$ cat config.mk
export PLATFORM = sky130hd
export DESIGN_NAME = rf_writeback_arbiter
export DESIGN_NICKNAME = d
export VERILOG_FILES = /design/src/rtl/rf_wb_pkg.sv /design/src/rtl/rf_wb_fifo.sv /design/src/rtl/rf_writeback_arbiter.sv
export SDC_FILE = /design/constraint.sdc
export NUM_CORES = 1
export LEC_CHECK = 0
export CAP_MARGIN = 20
export CORE_MARGIN = 5
export CORE_UTILIZATION = 30
export CTS_CLUSTER_DIAMETER = 200
export DETAILED_ROUTE_END_ITERATION = 8
export GPL_TIMING_DRIVEN = 0
export HOLD_SLACK_MARGIN = 0.06
export PLACE_DENSITY_LB_ADDON = 0.3
export SLEW_MARGIN = 40
export SYNTH_ARGS = -nofsm -noshare
export SYNTH_HDL_FRONTEND = slang
export SYNTH_SLANG_ARGS = --single-unit
$ cat constraint.sdc
create_clock -name clk -period 28.5 [get_ports clk]
set_clock_uncertainty 0.15 [all_clocks]
set_input_delay 8.55 -clock clk [delete_from_list [all_inputs] [get_ports clk]]
set_output_delay 8.55 -clock clk [all_outputs]
set_load 0.03 [all_outputs]
$ cat src/rtl/rf_wb_pkg.sv
// Shared types and default sizing for the register-file writeback arbiter.
package rf_wb_pkg;

    localparam int unsigned DEF_DATA_WIDTH    = 32;
    localparam int unsigned DEF_ADDRESS_WIDTH = 5;
    localparam int unsigned DEF_NUM_REGS      = 32;
    localparam int unsigned DEF_FIFO_DEPTH    = 2;
    localparam int unsigned DEF_STARVE_LIMIT  = 3;

    typedef enum logic [1:0] {
        WB_NONE,
        WB_ALU,
        WB_LD
    } wb_src_e;

    typedef struct packed {
        logic [DEF_ADDRESS_WIDTH-1:0] dest;
        logic [DEF_DATA_WIDTH-1:0]    data;
    } wb_req_t;

endpackage

$ cat src/rtl/rf_wb_fifo.sv
// Small synchronous FIFO of writeback requests; head is read combinationally.
module rf_wb_fifo
    import rf_wb_pkg::*;
#(
    parameter int unsigned DEPTH = DEF_FIFO_DEPTH
) (
    input  logic    clk,
    input  logic    rst,
    input  logic    push,
    input  logic    pop,
    input  wb_req_t push_data,
    output wb_req_t head,
    output logic    full,
    output logic    empty
);

    localparam int unsigned PW = $clog2(DEPTH);
    localparam int unsigned CW = $clog2(DEPTH + 1);

    wb_req_t         mem_q [DEPTH];
    logic [PW-1:0]   wr_ptr_q;
    logic [PW-1:0]   rd_ptr_q;
    logic [CW-1:0]   count_q;
    logic            push_ok;
    logic            pop_ok;

    // A pop frees its slot in the same cycle, so push on full is legal alongside it.
    assign pop_ok  = pop & ~empty;
    assign push_ok = push & (~full | pop_ok);
    assign full    = (count_q == CW'(DEPTH));
    assign empty   = (count_q == '0);
    assign head    = mem_q[rd_ptr_q];

    always_ff @(posedge clk) begin
        if (push_ok) begin
            mem_q[wr_ptr_q] <= push_data;
        end
    end

    always_ff @(posedge clk) begin
        if (rst) begin
            wr_ptr_q <= '0;
            rd_ptr_q <= '0;
            count_q  <= '0;
        end else begin
            if (push_ok) wr_ptr_q <= wr_ptr_q + PW'(1);
            if (pop_ok)  rd_ptr_q <= rd_ptr_q + PW'(1);
            case ({push_ok, pop_ok})
                2'b10:   count_q <= count_q + CW'(1);
                2'b01:   count_q <= count_q - CW'(1);
                default: count_q <= count_q;
            endcase
        end
    end

endmodule

$ cat src/rtl/rf_writeback_arbiter.sv
// Arbitrates the single register-file write port between ALU results and returned loads,
// with a pending-load scoreboard for decode hazard stalls.
module rf_writeback_arbiter
    import rf_wb_pkg::*;
#(
    parameter int unsigned DATA_WIDTH    = DEF_DATA_WIDTH,
    parameter int unsigned ADDRESS_WIDTH = DEF_ADDRESS_WIDTH,
    parameter int unsigned NUM_REGS      = DEF_NUM_REGS,
    parameter int unsigned FIFO_DEPTH    = DEF_FIFO_DEPTH,
    parameter int unsigned STARVE_LIMIT  = DEF_STARVE_LIMIT
) (
    input  logic                             clk,
    input  logic                             rst,
    input  logic                             alu_valid,
    input  logic [ADDRESS_WIDTH-1:0]         alu_dest,
    input  logic [DATA_WIDTH-1:0]            alu_data,
    output logic                             alu_ready,
    input  logic                             ld_issue,
    input  logic [ADDRESS_WIDTH-1:0]         ld_issue_dest,
    output logic                             ld_issue_ready,
    input  logic                             ld_valid,
    input  logic [ADDRESS_WIDTH-1:0]         ld_dest,
    input  logic [DATA_WIDTH-1:0]            ld_data,
    output logic                             ld_ready,
    input  logic [ADDRESS_WIDTH-1:0]         rd_addr1,
    input  logic [ADDRESS_WIDTH-1:0]         rd_addr2,
    output logic                             hazard_stall,
    output logic                             rg_wrt_en,
    output logic [ADDRESS_WIDTH-1:0]         rg_wrt_dest,
    output logic [DATA_WIDTH-1:0]            rg_wrt_data,
    output logic [$clog2(NUM_REGS+1)-1:0]    pend_count
);

    localparam int unsigned SW  = $clog2(STARVE_LIMIT + 1);
    localparam int unsigned PCW = $clog2(NUM_REGS + 1);

    wb_src_e                 grant;
    wb_req_t                 ld_req;
    wb_req_t                 head;
    logic                    fifo_full;
    logic                    fifo_empty;
    logic                    alu_elig;
    logic                    ld_push;
    logic [NUM_REGS-1:0]     pending_q, pending_d;
    logic [SW-1:0]           starve_q, starve_d;
    logic                    wr_en_q, wr_en_d;
    logic [ADDRESS_WIDTH-1:0] wr_dest_q, wr_dest_d;
    logic [DATA_WIDTH-1:0]   wr_data_q, wr_data_d;
    logic [PCW-1:0]          pend_count_q, pend_count_d;

    assign ld_req.dest = ld_dest;
    assign ld_req.data = ld_data;
    assign ld_push     = ld_valid & ld_ready;

    rf_wb_fifo #(
        .DEPTH (FIFO_DEPTH)
    ) u_fifo (
        .clk       (clk),
        .rst       (rst),
        .push      (ld_push),
        .pop       (grant == WB_LD),
        .push_data (ld_req),
        .head      (head),
        .full      (fifo_full),
        .empty     (fifo_empty)
    );

    // Grant: a full or starved FIFO beats the ALU; an ALU write to a pending reg must wait.
    always_comb begin
        alu_elig = alu_valid & ~pending_q[alu_dest];
        grant    = WB_NONE;
        if (!rst) begin
            if (!fifo_empty && (fifo_full || starve_q == SW'(STARVE_LIMIT) || !alu_elig)) begin
                grant = WB_LD;
            end else if (alu_elig) begin
                grant = WB_ALU;
            end
        end
    end

    assign alu_ready      = (grant == WB_ALU);
    assign ld_ready       = ~rst & (~fifo_full | (grant == WB_LD));
    assign ld_issue_ready = ~rst & ~pending_q[ld_issue_dest];
    assign hazard_stall   = ((rd_addr1 != '0) & pending_q[rd_addr1]) |
                            ((rd_addr2 != '0) & pending_q[rd_addr2]);

    always_comb begin
        starve_d     = '0;
        pending_d    = pending_q;
        wr_en_d      = 1'b0;
        wr_dest_d    = wr_dest_q;
        wr_data_d    = wr_data_q;
        pend_count_d = '0;

        if (!fifo_empty && grant != WB_LD) begin
            starve_d = starve_q + SW'(1);
        end

        case (grant)
            WB_LD: begin
                pending_d[head.dest] = 1'b0;
                wr_en_d   = (head.dest != '0);
                wr_dest_d = head.dest;
                wr_data_d = head.data;
            end
            WB_ALU: begin
                wr_en_d   = (alu_dest != '0);
                wr_dest_d = alu_dest;
                wr_data_d = alu_data;
            end
            default: ;
        endcase

        // Set after clear so a same-cycle reservation survives the retiring load.
        if (ld_issue && ld_issue_ready && ld_issue_dest != '0) begin
            pending_d[ld_issue_dest] = 1'b1;
        end

        for (int i = 0; i < NUM_REGS; i++) begin
            pend_count_d = pend_count_d + PCW'(pending_d[i]);
        end
    end

    always_ff @(posedge clk) begin
        if (rst) begin
            pending_q    <= '0;
            starve_q     <= '0;
            wr_en_q      <= 1'b0;
            wr_dest_q    <= '0;
            wr_data_q    <= '0;
            pend_count_q <= '0;
        end else begin
            pending_q    <= pending_d;
            starve_q     <= starve_d;
            wr_en_q      <= wr_en_d;
            wr_dest_q    <= wr_dest_d;
            wr_data_q    <= wr_data_d;
            pend_count_q <= pend_count_d;
        end
    end

    assign rg_wrt_en   = wr_en_q;
    assign rg_wrt_dest = wr_dest_q;
    assign rg_wrt_data = wr_data_q;
    assign pend_count  = pend_count_q;

endmodule

==> flow_summary.toml, run 1 <==
[run_status]
outcome = "complete, no violations"

[clock_tree]
cts_setup_buffers = 0
cts_resized = 0
htreeDepth = 4
clock_sinks = 157
clockBufferDepth = 2
clkLatencyLatePin_ps = 420
numCtsBuffers = 17
cts_root_buffer = "clkbuf_16"
cts_tree = "yes"
hold_buffers = 0
clk_pin_slew_ps = 70

[die]
core-area_um2 = 27630
die_w_um = 176.7
dieArea_um2 = 31210
start_util_pct = 30.16
dieHeight_um = 176.7
io_pins = 142
rows = 61

[final_layout]
drive_gt1_share_pct = 9.487
layout_commonest_cell = "clkdlybuf4s50_1"
n_fill_cell = 2794
finalNetCount = 1033
multiInputGateArea_um2 = 4121
syn_to_final_growth_pct = 29.89
seqCellArea_um2 = 3884
stdcell_area_um2 = 10830
fin_cells = 1295
mostFrequentLayoutCells = "clkdlybuf4s50_1, mux2i_1, dfxtp_1"
num_antenna_cells = 0

[worst_setup_path]
r2r_cells = 25
reg2reg_setup_slack_ps = 21310
worstReg2RegStart = "pending_q[23]"
cp.required_ps = 19800
crit_fanout = 10
r2r-end = "pend_count[4]"
cp_data_arrival_time_ps = 11390
worstSetupStartpointType = "input pin"
cp-end-kind = "primary output"
crit_type = "input pin to primary output"

[power_and_ir_drop]
ir_drop_mv = 0.03674
seqPwrFrac_pct = 43.2
p_sw_mw = 0.1674
power.density_nw_per_um2 = 54.10
p_leak_nw = 4.025
internal_power_mw = 0.4182
combPwrFrac_pct = 16.8
clkPwrFrac_pct = 40.0
sw_frac_of_total_pct = 28.59

[timing]
hold_ws_ps = 284.4
max_slew_margin_pct = 48.57
setup_viol = 0
final.period_utilization_pct = 70.51
tns_ps = 0
worst_slew_pin_slew_ps = 771.5
fin_ws_ps = 8406
grt_setup_unrepaired = "no"
maxSlewViolCount = 0
hold_violations = 0
max_freq_ghz = 0.04977
fin_crit_ps = 20090

[detailed_routing]
drtIter0Drc = 544
post_drt_wl_per_cell_um = 18.86
drtPass1Iterations = 5
vias = 6450
vias_per_cell = 4.981
wl_mm = 24.42
drc = 0
antenna_left = 0

[placement]
portBuffers = 131
place_area_um2 = 10190
place_hpwl_mm = 18.36
globalplace.congestion = 0.8606
place_ws_ps = 8428
place_inst = 1263

[job]
maxCapViolCount = 0

[yosys]
ys_seq_area_share_pct = 46.60
synth.distinct_cells = 57
synth_edf_count = 74
async_reset_ff_share_pct = 0
synthFlopType = "dfxtp_1"
synth_area_um2 = 8334
syn_inst = 751
ys_ff_latch = 157
yosys_warnings = 0
avgSynthCellArea_um2 = 11.10
syn_nets = 880

[worst_hold_path]
hold_start = "starve_q[0]"
hold_depth = 1
min_to = "starve_q[0]"
min_path_type = "register to register"

[grt]
grt_pass1_wl_mm = 37.07
grt_max_degree = 37
overflow = 0
grt_usage_pct = 15.49
antenna_found_initial = 3
first_global_vias = 6373
power groups by stage:
stage / combinational, mW / clock, mW / sequential, mW
final: 0.0986 / 0.234 / 0.253
after global routing: 0.107 / 0.250 / 0.254
after CTS: 0.0998 / 0.240 / 0.253
after detailed placement: 0.0993 / 0 / 0.258
after global placement: 0.0970 / 0 / 0.258
after floorplan: 0.0453 / 0 / 0.268
metal layers:
layer | up-vias | part of all wire [%] | track usage (%)
li1 | 3074 | - | -
met1 | 3077 | 44 | 21.01
met2 | 261 | 46 | 24.09
met3 | 32 | 8.6 | 5.298
met4 | 6 | 1.4 | 3.514
met5 | - | 0.17 | 0
cells in the mapped netlist (5+ instances only):
master    number  area (µm²)
inv_1         35       131.4
ha_1          11       137.6
buf_1          5       18.77
o21ai_1        6       30.03
a21oi_1        9       45.04
mux2_2         9       101.4
o21a_1        11       82.58
nor2_1        54       202.7
edfxtp_1      74        2222
nor3_1         7       35.03
o22ai_1       27       168.9
clkbuf_1      20       75.07
mux2i_1      104        1041
dfxtp_1       83        1662
o21ai_0       79       395.4
mux4_1         7       183.9
and3_1         8       50.05
buf_2         14       70.07
nand3_1       18       90.09
fa_1          24       480.5
nand2_1       54       202.7
nor2b_1        9       56.30
mux4_2        10       225.2
logic make-up after synthesis:
logic type,count (synthesis),synth area share (%)
adders and majority gates,35,7.416
AOI/OAI and AO/OA,166,12.30
DFF,157,46.60
buffers and inverters,79,4.099
xor gates and xnor gates,6,0.6305
muxes,130,18.62
and+or+nand+nor,178,10.34
sequential cells by signal, indices dropped and copies added (netlist names), named ones only:
signal and cells:
u_fifo.mem_q 74, pend_count 6, starve_q 2, rg_wrt_data 32, pending_q 32, rg_wrt_en 1, u_fifo.wr_ptr_q 1, u_fifo.rd_ptr_q 1
rg_wrt_dest 5, u_fifo.count_q 2
cell type report:
type                            count  area share [%]
Timing Repair Buffer              134           12.69
Buffer                             44           1.953
Sequential cell                   157           35.88
Clock inverter                     15           1.896
Clock buffer                       17           3.930
Tap cell                          378           4.369
Inverter                           35           1.214
Multi-Input combinational cell    515           38.07
critical path, stage by stage:
cell,delay [ps]
clkdlybuf4s50_1,500
buf_4,230
mux2i_1,210
nor3_1,90
nor4_4,490
nand4_2,350
buf_6,250
inv_1,50
clkdlybuf4s50_1,670
stage by stage:
step / total power [mW] / utilization [%]
6_report: 0.5856 / 39.18
5_1_grt: 0.6109 / 39.18
4_1_cts: 0.5926 / 39.18
3_5_place_dp: 0.3571 / 36.89
3_3_place_gp: 0.3550 / 36.62
2_1_floorplan: 0.3135 / -
worst max path at each step:
stage | startpoint | end | slack [ps]
final | ld_issue_dest[1] | ld_issue_ready | 8410
after global routing | alu_dest[3] | ld_ready | 8190
after CTS | ld_issue_dest[1] | ld_issue_ready | 8410
after detailed placement | ld_issue_dest[1] | ld_issue_ready | 8430
after global placement | ld_issue_dest[1] | ld_issue_ready | 8440
after floorplan | alu_dest[0] | ld_ready | 9230
No activity file was read; power rests on OpenSTA's default activity.
==> run 2, diff against run 1 <==
Clock period 28.5 ns to 16.6 ns, I/O delays scaled along.
==> results of run 2 <==
Same layout as run 1 (identical final DEF). Status: complete, no violations.
Among the figures that moved: setup slack after placement 8428 ps -> 3668 ps; setup slack after layout 8406 ps -> 3646 ps; register-to-register setup slack 21310 ps -> 9410 ps; total power 0.5856 mW -> 1.005 mW; worst IR drop on VDD 0.03674 mV -> 0.06308 mV
